`src/rtl/calc_pkg.sv`:
```
`default_nettype none
// ============================================================================
//  Module      : calc_pkg
//  Description : Shared constants and types for the calculator input unit.
//                Default BCD entry geometry, minus-marker nibble, result
//                width and the converter state encoding.
//  Revision    : 1.0  initial release
// ============================================================================
package calc_pkg;

    // Digits in the keypad entry word and derived BCD bus width
    localparam int NUM_DIGITS = 6;
    localparam int BCD_W      = 4 * NUM_DIGITS;

    // Width of the sign-magnitude result magnitude
    localparam int OUT_W      = 32;

    // Nibble value that the keypad uses to mark a negative entry
    localparam logic [3:0] MINUS_CODE = 4'hE;

    // Converter sequencing states
    typedef enum logic [1:0] {
        IDLE = 2'd0,
        SCAN = 2'd1,
        DONE = 2'd2
    } state_t;

endpackage : calc_pkg
`default_nettype wire

```
`src/rtl/bcd_mac10.sv`:
```
`default_nettype none
// ============================================================================
//  Module      : bcd_mac10
//  Description : Single decimal accumulate step, acc_out = acc_in*10 + digit.
//                The multiply by ten is built from two shifts and an add so
//                one narrow adder chain replaces a constant-multiply tree.
//  Ports       : acc_in  [OUT_W-1:0] running accumulator
//                digit   [3:0]       digit value (raw nibble, 0..15)
//                acc_out [OUT_W-1:0] accumulator after this step
//  Revision    : 1.0  initial release
// ============================================================================
module bcd_mac10
    import calc_pkg::*;
#(
    parameter int OUT_W = calc_pkg::OUT_W
) (
    input  logic [OUT_W-1:0] acc_in,
    input  logic [3:0]       digit,
    output logic [OUT_W-1:0] acc_out
);

    logic [OUT_W-1:0] w_times10;
    logic [OUT_W-1:0] w_digit_ext;

    // acc*10 = acc*8 + acc*2
    assign w_times10   = (acc_in << 3) + (acc_in << 1);
    assign w_digit_ext = {{(OUT_W-4){1'b0}}, digit};
    assign acc_out     = w_times10 + w_digit_ext;

endmodule : bcd_mac10
`default_nettype wire

```
`src/rtl/bcd_seq_converter.sv`:
```
`default_nettype none
// ============================================================================
//  Module      : bcd_seq_converter
//  Description : Sequential BCD-entry to sign-magnitude converter. Latches the
//                keypad entry word on start, then walks it MSB-first one digit
//                per clock through a single x10+digit step. The first minus
//                marker seen sets the sign and discards everything above it.
//  Ports       : clk        system clock, rising edge
//                reset      asynchronous active-high reset
//                start      conversion request, honoured in IDLE or DONE
//                bcd        entry word, digit N-1 in the top nibble
//                busy       high while digits are scanned
//                done       one-cycle pulse, results valid
//                binary_sm  result magnitude, held until next accepted start
//                neg        result sign, held with binary_sm
//                err        a nibble above 9 was used as a digit value
//  Revision    : 1.0  initial release
// ============================================================================
module bcd_seq_converter
    import calc_pkg::*;
#(
    parameter int         NUM_DIGITS = calc_pkg::NUM_DIGITS,
    parameter int         OUT_W      = calc_pkg::OUT_W,
    parameter logic [3:0] MINUS_CODE = calc_pkg::MINUS_CODE
) (
    input  logic                    clk,
    input  logic                    reset,
    input  logic                    start,
    input  logic [4*NUM_DIGITS-1:0] bcd,
    output logic                    busy,
    output logic                    done,
    output logic [OUT_W-1:0]        binary_sm,
    output logic                    neg,
    output logic                    err
);

    localparam int IDX_W = (NUM_DIGITS > 1) ? $clog2(NUM_DIGITS) : 1;
    localparam logic [IDX_W-1:0] c_idx_top = IDX_W'(NUM_DIGITS - 1);

    state_t                  r_state;
    logic [4*NUM_DIGITS-1:0] r_shadow;
    logic [IDX_W-1:0]        r_idx;
    logic [OUT_W-1:0]        r_acc;
    logic                    r_neg_acc;
    logic                    r_err_acc;
    logic                    r_seen_marker;

    logic [3:0]              w_digit;
    logic                    w_is_marker;
    logic                    w_last;
    logic [OUT_W-1:0]        w_mac_out;
    logic [OUT_W-1:0]        w_acc_next;
    logic                    w_neg_next;
    logic                    w_err_next;

    // Current digit selected by the scan index
    always_comb begin
        w_digit = 4'd0;
        for (int i = 0; i < NUM_DIGITS; i++) begin
            if (r_idx == IDX_W'(i)) begin
                w_digit = r_shadow[4*i +: 4];
            end
        end
    end

    // Only the first marker is special; later 0xE nibbles are plain values
    assign w_is_marker = (w_digit == MINUS_CODE) && !r_seen_marker;
    assign w_last      = (r_idx == '0);

    bcd_mac10 #(
        .OUT_W (OUT_W)
    ) u_mac (
        .acc_in  (r_acc),
        .digit   (w_digit),
        .acc_out (w_mac_out)
    );

    // A marker restarts the magnitude; a marker in the units position leaves
    // nothing after it, so the result is a positive zero.
    assign w_acc_next = w_is_marker ? '0 : w_mac_out;
    assign w_neg_next = w_is_marker ? !w_last : r_neg_acc;
    assign w_err_next = r_err_acc | (!w_is_marker && (w_digit > 4'd9));

    always_ff @(posedge clk or posedge reset) begin
        if (reset) begin
            r_state       <= IDLE;
            r_shadow      <= '0;
            r_idx         <= '0;
            r_acc         <= '0;
            r_neg_acc     <= 1'b0;
            r_err_acc     <= 1'b0;
            r_seen_marker <= 1'b0;
            busy          <= 1'b0;
            done          <= 1'b0;
            binary_sm     <= '0;
            neg           <= 1'b0;
            err           <= 1'b0;
        end else begin
            case (r_state)
                IDLE, DONE: begin
                    done <= 1'b0;
                    if (start) begin
                        // Accept: capture the word and clear result and
                        // working state together.
                        r_state       <= SCAN;
                        r_shadow      <= bcd;
                        r_idx         <= c_idx_top;
                        r_acc         <= '0;
                        r_neg_acc     <= 1'b0;
                        r_err_acc     <= 1'b0;
                        r_seen_marker <= 1'b0;
                        busy          <= 1'b1;
                        binary_sm     <= '0;
                        neg           <= 1'b0;
                        err           <= 1'b0;
                    end else begin
                        r_state <= IDLE;
                    end
                end

                SCAN: begin
                    r_acc         <= w_acc_next;
                    r_neg_acc     <= w_neg_next;
                    r_err_acc     <= w_err_next;
                    r_seen_marker <= r_seen_marker | w_is_marker;
                    r_idx         <= r_idx - IDX_W'(1);
                    if (w_last) begin
                        // Results come straight from the final step so they
                        // are valid in the same cycle as the done pulse.
                        r_state   <= DONE;
                        busy      <= 1'b0;
                        done      <= 1'b1;
                        binary_sm <= w_acc_next;
                        neg       <= w_neg_next;
                        err       <= w_err_next;
                    end
                end

                default: begin
                    r_state <= IDLE;
                    busy    <= 1'b0;
                    done    <= 1'b0;
                end
            endcase
        end
    end

endmodule : bcd_seq_converter
`default_nettype wire

```
`config.mk`:
```
export PLATFORM = sky130hd
export DESIGN_NAME = bcd_seq_converter
export DESIGN_NICKNAME = d
export VERILOG_FILES = /design/src/rtl/calc_pkg.sv /design/src/rtl/bcd_mac10.sv /design/src/rtl/bcd_seq_converter.sv
export SDC_FILE = /design/constraint.sdc
export NUM_CORES = 1
export LEC_CHECK = 0
export ABC_CLOCK_PERIOD_IN_PS = 5300
export CAP_MARGIN = 20
export CELL_PAD_IN_SITES_DETAIL_PLACEMENT = 0
export CELL_PAD_IN_SITES_GLOBAL_PLACEMENT = 1
export CORE_MARGIN = 2
export CORE_UTILIZATION = 40
export CTS_CLUSTER_SIZE = 14
export DETAILED_ROUTE_END_ITERATION = 12
export PLACE_DENSITY = 0.79
export RECOVER_POWER = 25
export SYNTH_ARGS = -nofsm -noshare
export SYNTH_HDL_FRONTEND = slang
export SYNTH_SLANG_ARGS = --single-unit
```
`constraint.sdc`:
```
create_clock -name clk -period 5.3 [get_ports clk]
set_clock_uncertainty 0.2 [all_clocks]
set_input_delay 1.59 -clock clk [delete_from_list [all_inputs] [get_ports clk]]
set_output_delay 1.59 -clock clk [all_outputs]
set_load 0.05 [all_outputs]
```
Word-level counts from Yosys, hierarchy flattened:

Index checks and enable logic that the tools add are counted.

* register bits: 99
* input bits: 27
* output and inout bits: 36

* $add $sub $neg: 3
* order comparisons: 1
* eq/ne operators: 10
* multiplexer cells: 30
* bitwise logic cells: 2
* reductions and logical operators: 13

Operators by type and width (count)
* $mux 32: 3
* $pmux 32 s2: 1
* $pmux 31 s2: 1
* $add 32x32->32: 1
* $add 32x4->32: 1
* $mux 4: 6
* $pmux 1 s2: 6
* $mux 1: 9
* $eq 3x2->1 const B: 2
* $eq 3x3->1 const B: 2
* $pmux 3 s2: 1
* $reduce_and 2->1: 3
* $eq 4x4->1 const B: 1
* $gt 4x4->1 const B: 1
* $ne 2x2->1 const B: 2
* $pmux 2 s2: 1
* $eq 3x1->1 const B: 1
* $logic_not 1->1: 3
* $logic_not 3->1: 1
* $mux 3: 1
* $reduce_and 3->1: 1
* $sub 3x1->3 const B: 1
* $eq 2x1->1 const B: 1
* $eq 2x2->1 const B: 1
* 6 further kinds: 8

Logic depth before layout (Yosys ltp):

* word-level depth: 14
* depth in mapped cells: 18
* mapped depth without buffers: 17

Cells and area by module:

A second synthesis with hierarchy kept.

* cells, all modules: 601
* area total of the unflattened synthesis: 6059.6 µm²

Modules (own cells, without submodules)
* bcd_seq_converter: instances 1, cells each 349, area an instance 4122.7 µm²
* bcd_mac10: instances 1, cells each 252, area an instance 1936.9 µm²

Worst setup path before layout:

OpenSTA, ideal clock, no wires.

* path type: register to register
* from: register r_idx[1]
* to: register binary_sm[28]
* library setup time: 121 ps
* arrival: 3943 ps
* data required time: 4979 ps
* path slack: 1036 ps
* cell stages (with the launch flop): 18
* path buffers: 1
* clock period less this slack: 4264 ps
* path through: dfrtp_1 > inv_1 > ha_1 > buf_6 > nand3b_1 > a221o_1 > a31oi_1 > inv_1 > fa_1 > fa_1 > nand2b_1 > a21oi_1 > o21ai_1 > o31ai_1 > a211oi_1 > o31ai_1 > xor2_1 > a22o_1

* cells in the longest elaborated chain, start to end: 12

Ends and longest elaborated chain
* start: declaration: RTL line bcd_seq_converter.sv:42 `logic [IDX_W-1:0] r_idx;`
* start signal: assignment: RTL line bcd_seq_converter.sv:107 `r_idx <= c_idx_top;`
* start signal: assignment: RTL line bcd_seq_converter.sv:126 `r_idx <= r_idx - IDX_W'(1);`
* branches (longest 12 deep; another with $add 32x4->32)
* end signal: assignment: RTL line bcd_seq_converter.sv:133 `binary_sm <= w_acc_next;`
* end: declaration: RTL line bcd_seq_converter.sv:32 `output logic [OUT_W-1:0] binary_sm,`

Parallel ways; which one is timed is not known. The select of a mux whose other input is x is not followed.
A chain may end at the register's enable or synchronous reset.

Worst setup path in the final report:

* from: register r_idx[1]
* to: register r_acc[23]

* cells in the longest elaborated chain, start to end: 11

Ends and longest elaborated chain
* $logic_not 3->1: RTL line bcd_seq_converter.sv:60 `if (r_idx == IDX_W'(i)) begin`
* $mux 4 (5 in a row): RTL line bcd_seq_converter.sv:60
* $mux 4 (*): RTL line bcd_seq_converter.sv:60
* branches (longest 2 deep; another with $add 32x4->32)
* $mux 32 (*): RTL line bcd_seq_converter.sv:80 `assign w_acc_next = w_is_marker ? '0 : w_mac_out;`
* $pmux 31 s2 (*): RTL line bcd_seq_converter.sv:99 `case (r_state)`
* end signal: assignment: RTL line bcd_seq_converter.sv:122 `r_acc <= w_acc_next;`
* end: declaration: RTL line bcd_seq_converter.sv:43 `logic [OUT_W-1:0] r_acc;`

Mark *: on every way between the ends.

==> reports/metrics.cfg <==
[route]
drt_pass1_iterations=4
final_antenna_net_count=0
drtIter0Drc=247
wire_per_inst_um=15.97
drc=0
via_count=4643
drt-vias-per-instance=5.456
wl_mm=13.59

[finish]
antenna_cells=0
final-seq-area_um2=2452
multi_input_area_um2=3168
nets=755
syn_to_final_growth_pct=18.68
layout-drive-gt1-share=0.04948
fillers=1348

[synthesis]
synth.largest_area_cell=dfrtp_1
synthesis.nets=699
synthFlopType=dfrtp_1
synth_fa_ha_area_frac=0.1426
ys_top_cells_by_area=dfrtp_1 42%, ha_1 14%, nand2_1 8.3%
ys_async_sr_fraction=1.000
syn-instance-count=607
synthSimpleGateAreaFrac=0.1484
avgSynthCellArea_um2=9.568
muxShareOfSynthArea=0.001939
ys_warn_count=0
ys_seq_elements=98
synth_top_family_by_area=compound AO/OA/AOI/OAI gates
synth-compound-area-share=0.2090
syn-cell-area_um2=5808
ys_seq_area_frac=0.4222
ys_types=52
synth_edf_count=0
yosysTopAreaCellShare=0.4222
synthXorXnorAreaFrac=0.04222

[clock_network]
clk_latency_ns=0.36
cts_tree=done
cts.sinks=98
cts-root-buf=clkbuf_16
postCtsSetupRepairBufs=0
clk_pin_slew_ns=0.07
cts_buffers=9
cts_hold_buf=0
cts_max_path_buffers=2
htreeDepth=3
post_cts_resize_count=0

[floorplan]
ios=63
initial_core_util=0.4042
die_y_um=124.5
die_area_um2=15500
coreArea_um2=14370
core.rowCount=44
die_w_um=124.5

[place]
post-place-ws_ns=0.5047
gp_congestion=0.9065
port_buffers=62
dp_hpwl_mm=9.805

[worst_hold_path]
hp-class=reg2reg

[sta]
fin_setup_tns_ns=0
fin_crit_ns=4.872
setup_viol=0
final.period_utilization=0.9193
setup_ws_ns=0.4276
maxSlewHeadroom=-0.6666
slew_violations=66
hold_viol=0
rsz0062_at_grt=false
tightestPinTransition_ns=2.497
fmax_ghz=0.2052

[status]
failed_checks=capacitance limit, slew limit
outcome=complete, but fails checks

[grt]
grt_usage=0.1809
grt_pass1_wl_mm=22.87
grt_start_max_net_pins=66
gr-total-overflow=0
first_global_vias=4590
antenna_found_initial=0

[critical_path]
crit_arrival_ns=4.92
cp_max_fo=13
cp-end-kind=register
required_ns=5.35
crit_type=reg2reg
start_kind=register
rrSetupSlack_ns=0.43

[run]
drv_cap=1

[flip-flops by register name, indices dropped and copies added (netlist names), 3 cells and up]
signal     count
r_idx          3
r_acc         31
r_shadow      24
binary_sm     32
[layout make-up]
class	count	area share
Sequential cell	98	0.3558
Timing Repair Buffer	68	0.09657
Inverter	20	0.01089
Tap cell	184	0.03340
Clock inverter	5	0.009076
Multi-Input combinational cell	466	0.4596
Clock buffer	10	0.03467
[layer usage]
metal / vias to the layer above / track usage / share of wire
met5: - / 0 / 0
met4: 0 / 0.06411 / 0.014
met3: 16 / 0.03608 / 0.032
met2: 75 / 0.2870 / 0.47
met1: 2266 / 0.2471 / 0.48
li1: 2286 / - / -
[metrics by stage]
stage	instance area, um^2	util	hold slack (ns)	std cells
2_1_floorplan	5808	-	0.2380	607
3_3_place_gp	6594	0.4589	0.2637	836
3_5_place_dp	6594	0.4589	0.2654	836
4_1_cts	6895	0.4799	0.2831	851
5_1_grt	6893	0.4797	0.2978	851
6_report	6893	0.4797	0.2841	851
[cell usage in the layout (no fill, tap or decap), types with 6 or more instances in the layout]
cell               n
nand2_1          129
dfrtp_1           98
ha_1              63
clkdlybuf4s50_1   61
o21ai_0           37
a22o_1            36
a21oi_1           34
inv_1             20
nor2_1            18
xnor2_1           17
o31ai_1           12
a21o_1            12
xor2_1            11
clkbuf_16          9
nand2b_1           7
a31oi_1            6
o211ai_1           6
nand3_1            6
buf_4              6
[worst max-delay path, cell delays in order, from the launching register on]
cell	delay [ns]
dfrtp_1	0.43
inv_1	0.12
ha_1	0.40
a21oi_1	0.12
a221o_1	0.34
a31oi_1	0.27
inv_1	0.11
fa_1	0.55
inv_1	0.06
ha_1	0.29
a211oi_1	0.07
o21ai_0	0.39
o2111a_1	0.35
o211ai_1	0.13
a21oi_1	0.37
a31oi_1	0.17
xnor2_1	0.16
a22o_1	0.23
[path summary, 6_finish.rpt]
path	startpoint	to	depth (start not counted)
worst max register to register	r_idx[1]	r_acc[23]	17
max in group asynchronous	reset	r_shadow[10]	2
min in group asynchronous	reset	binary_sm[7]	2
worst min register to register	neg	neg	2
worst min-delay path	neg	neg	2
worst max-delay path	r_idx[1]	r_acc[23]	17
[cell usage after synthesis (all sizes together) (2+ instances only)]
| cell | number |
|---|---|
| nand2 | 129 |
| dfrtp | 98 |
| ha | 63 |
| o21ai | 39 |
| a22o | 36 |
| a21oi | 34 |
| nor2 | 21 |
| inv | 20 |
| xnor2 | 17 |
| clkbuf | 16 |
| a21o | 12 |
| o31ai | 12 |
| xor2 | 11 |
| a31oi | 7 |
| buf | 7 |
| nand2b | 7 |
| nand3 | 6 |
| nor2b | 6 |
| o211ai | 6 |
| a211oi | 5 |
| nor3 | 5 |
| o21a | 5 |
| a221o | 4 |
| a22oi | 4 |
| and2 | 4 |
| nand3b | 4 |
| a221oi | 3 |
| and3 | 3 |
| nor4 | 3 |
| fa | 2 |
| o21bai | 2 |
| or2 | 2 |
| or3 | 2 |
[cell families (layout without fill, tap and decap cells)]
family,count (synthesis),after routing
AOI/OAI and AO/OA,176,176
xor gates and xnor gates,28,28
adders and majority gates,65,65
buffers and inverters,43,103
DFF,98,98
muxes,1,1
and+or+nand+nor,196,196
Power is not shown: default switching activity piles up to over one toggle a cycle in this logic, so the estimate is an artifact.
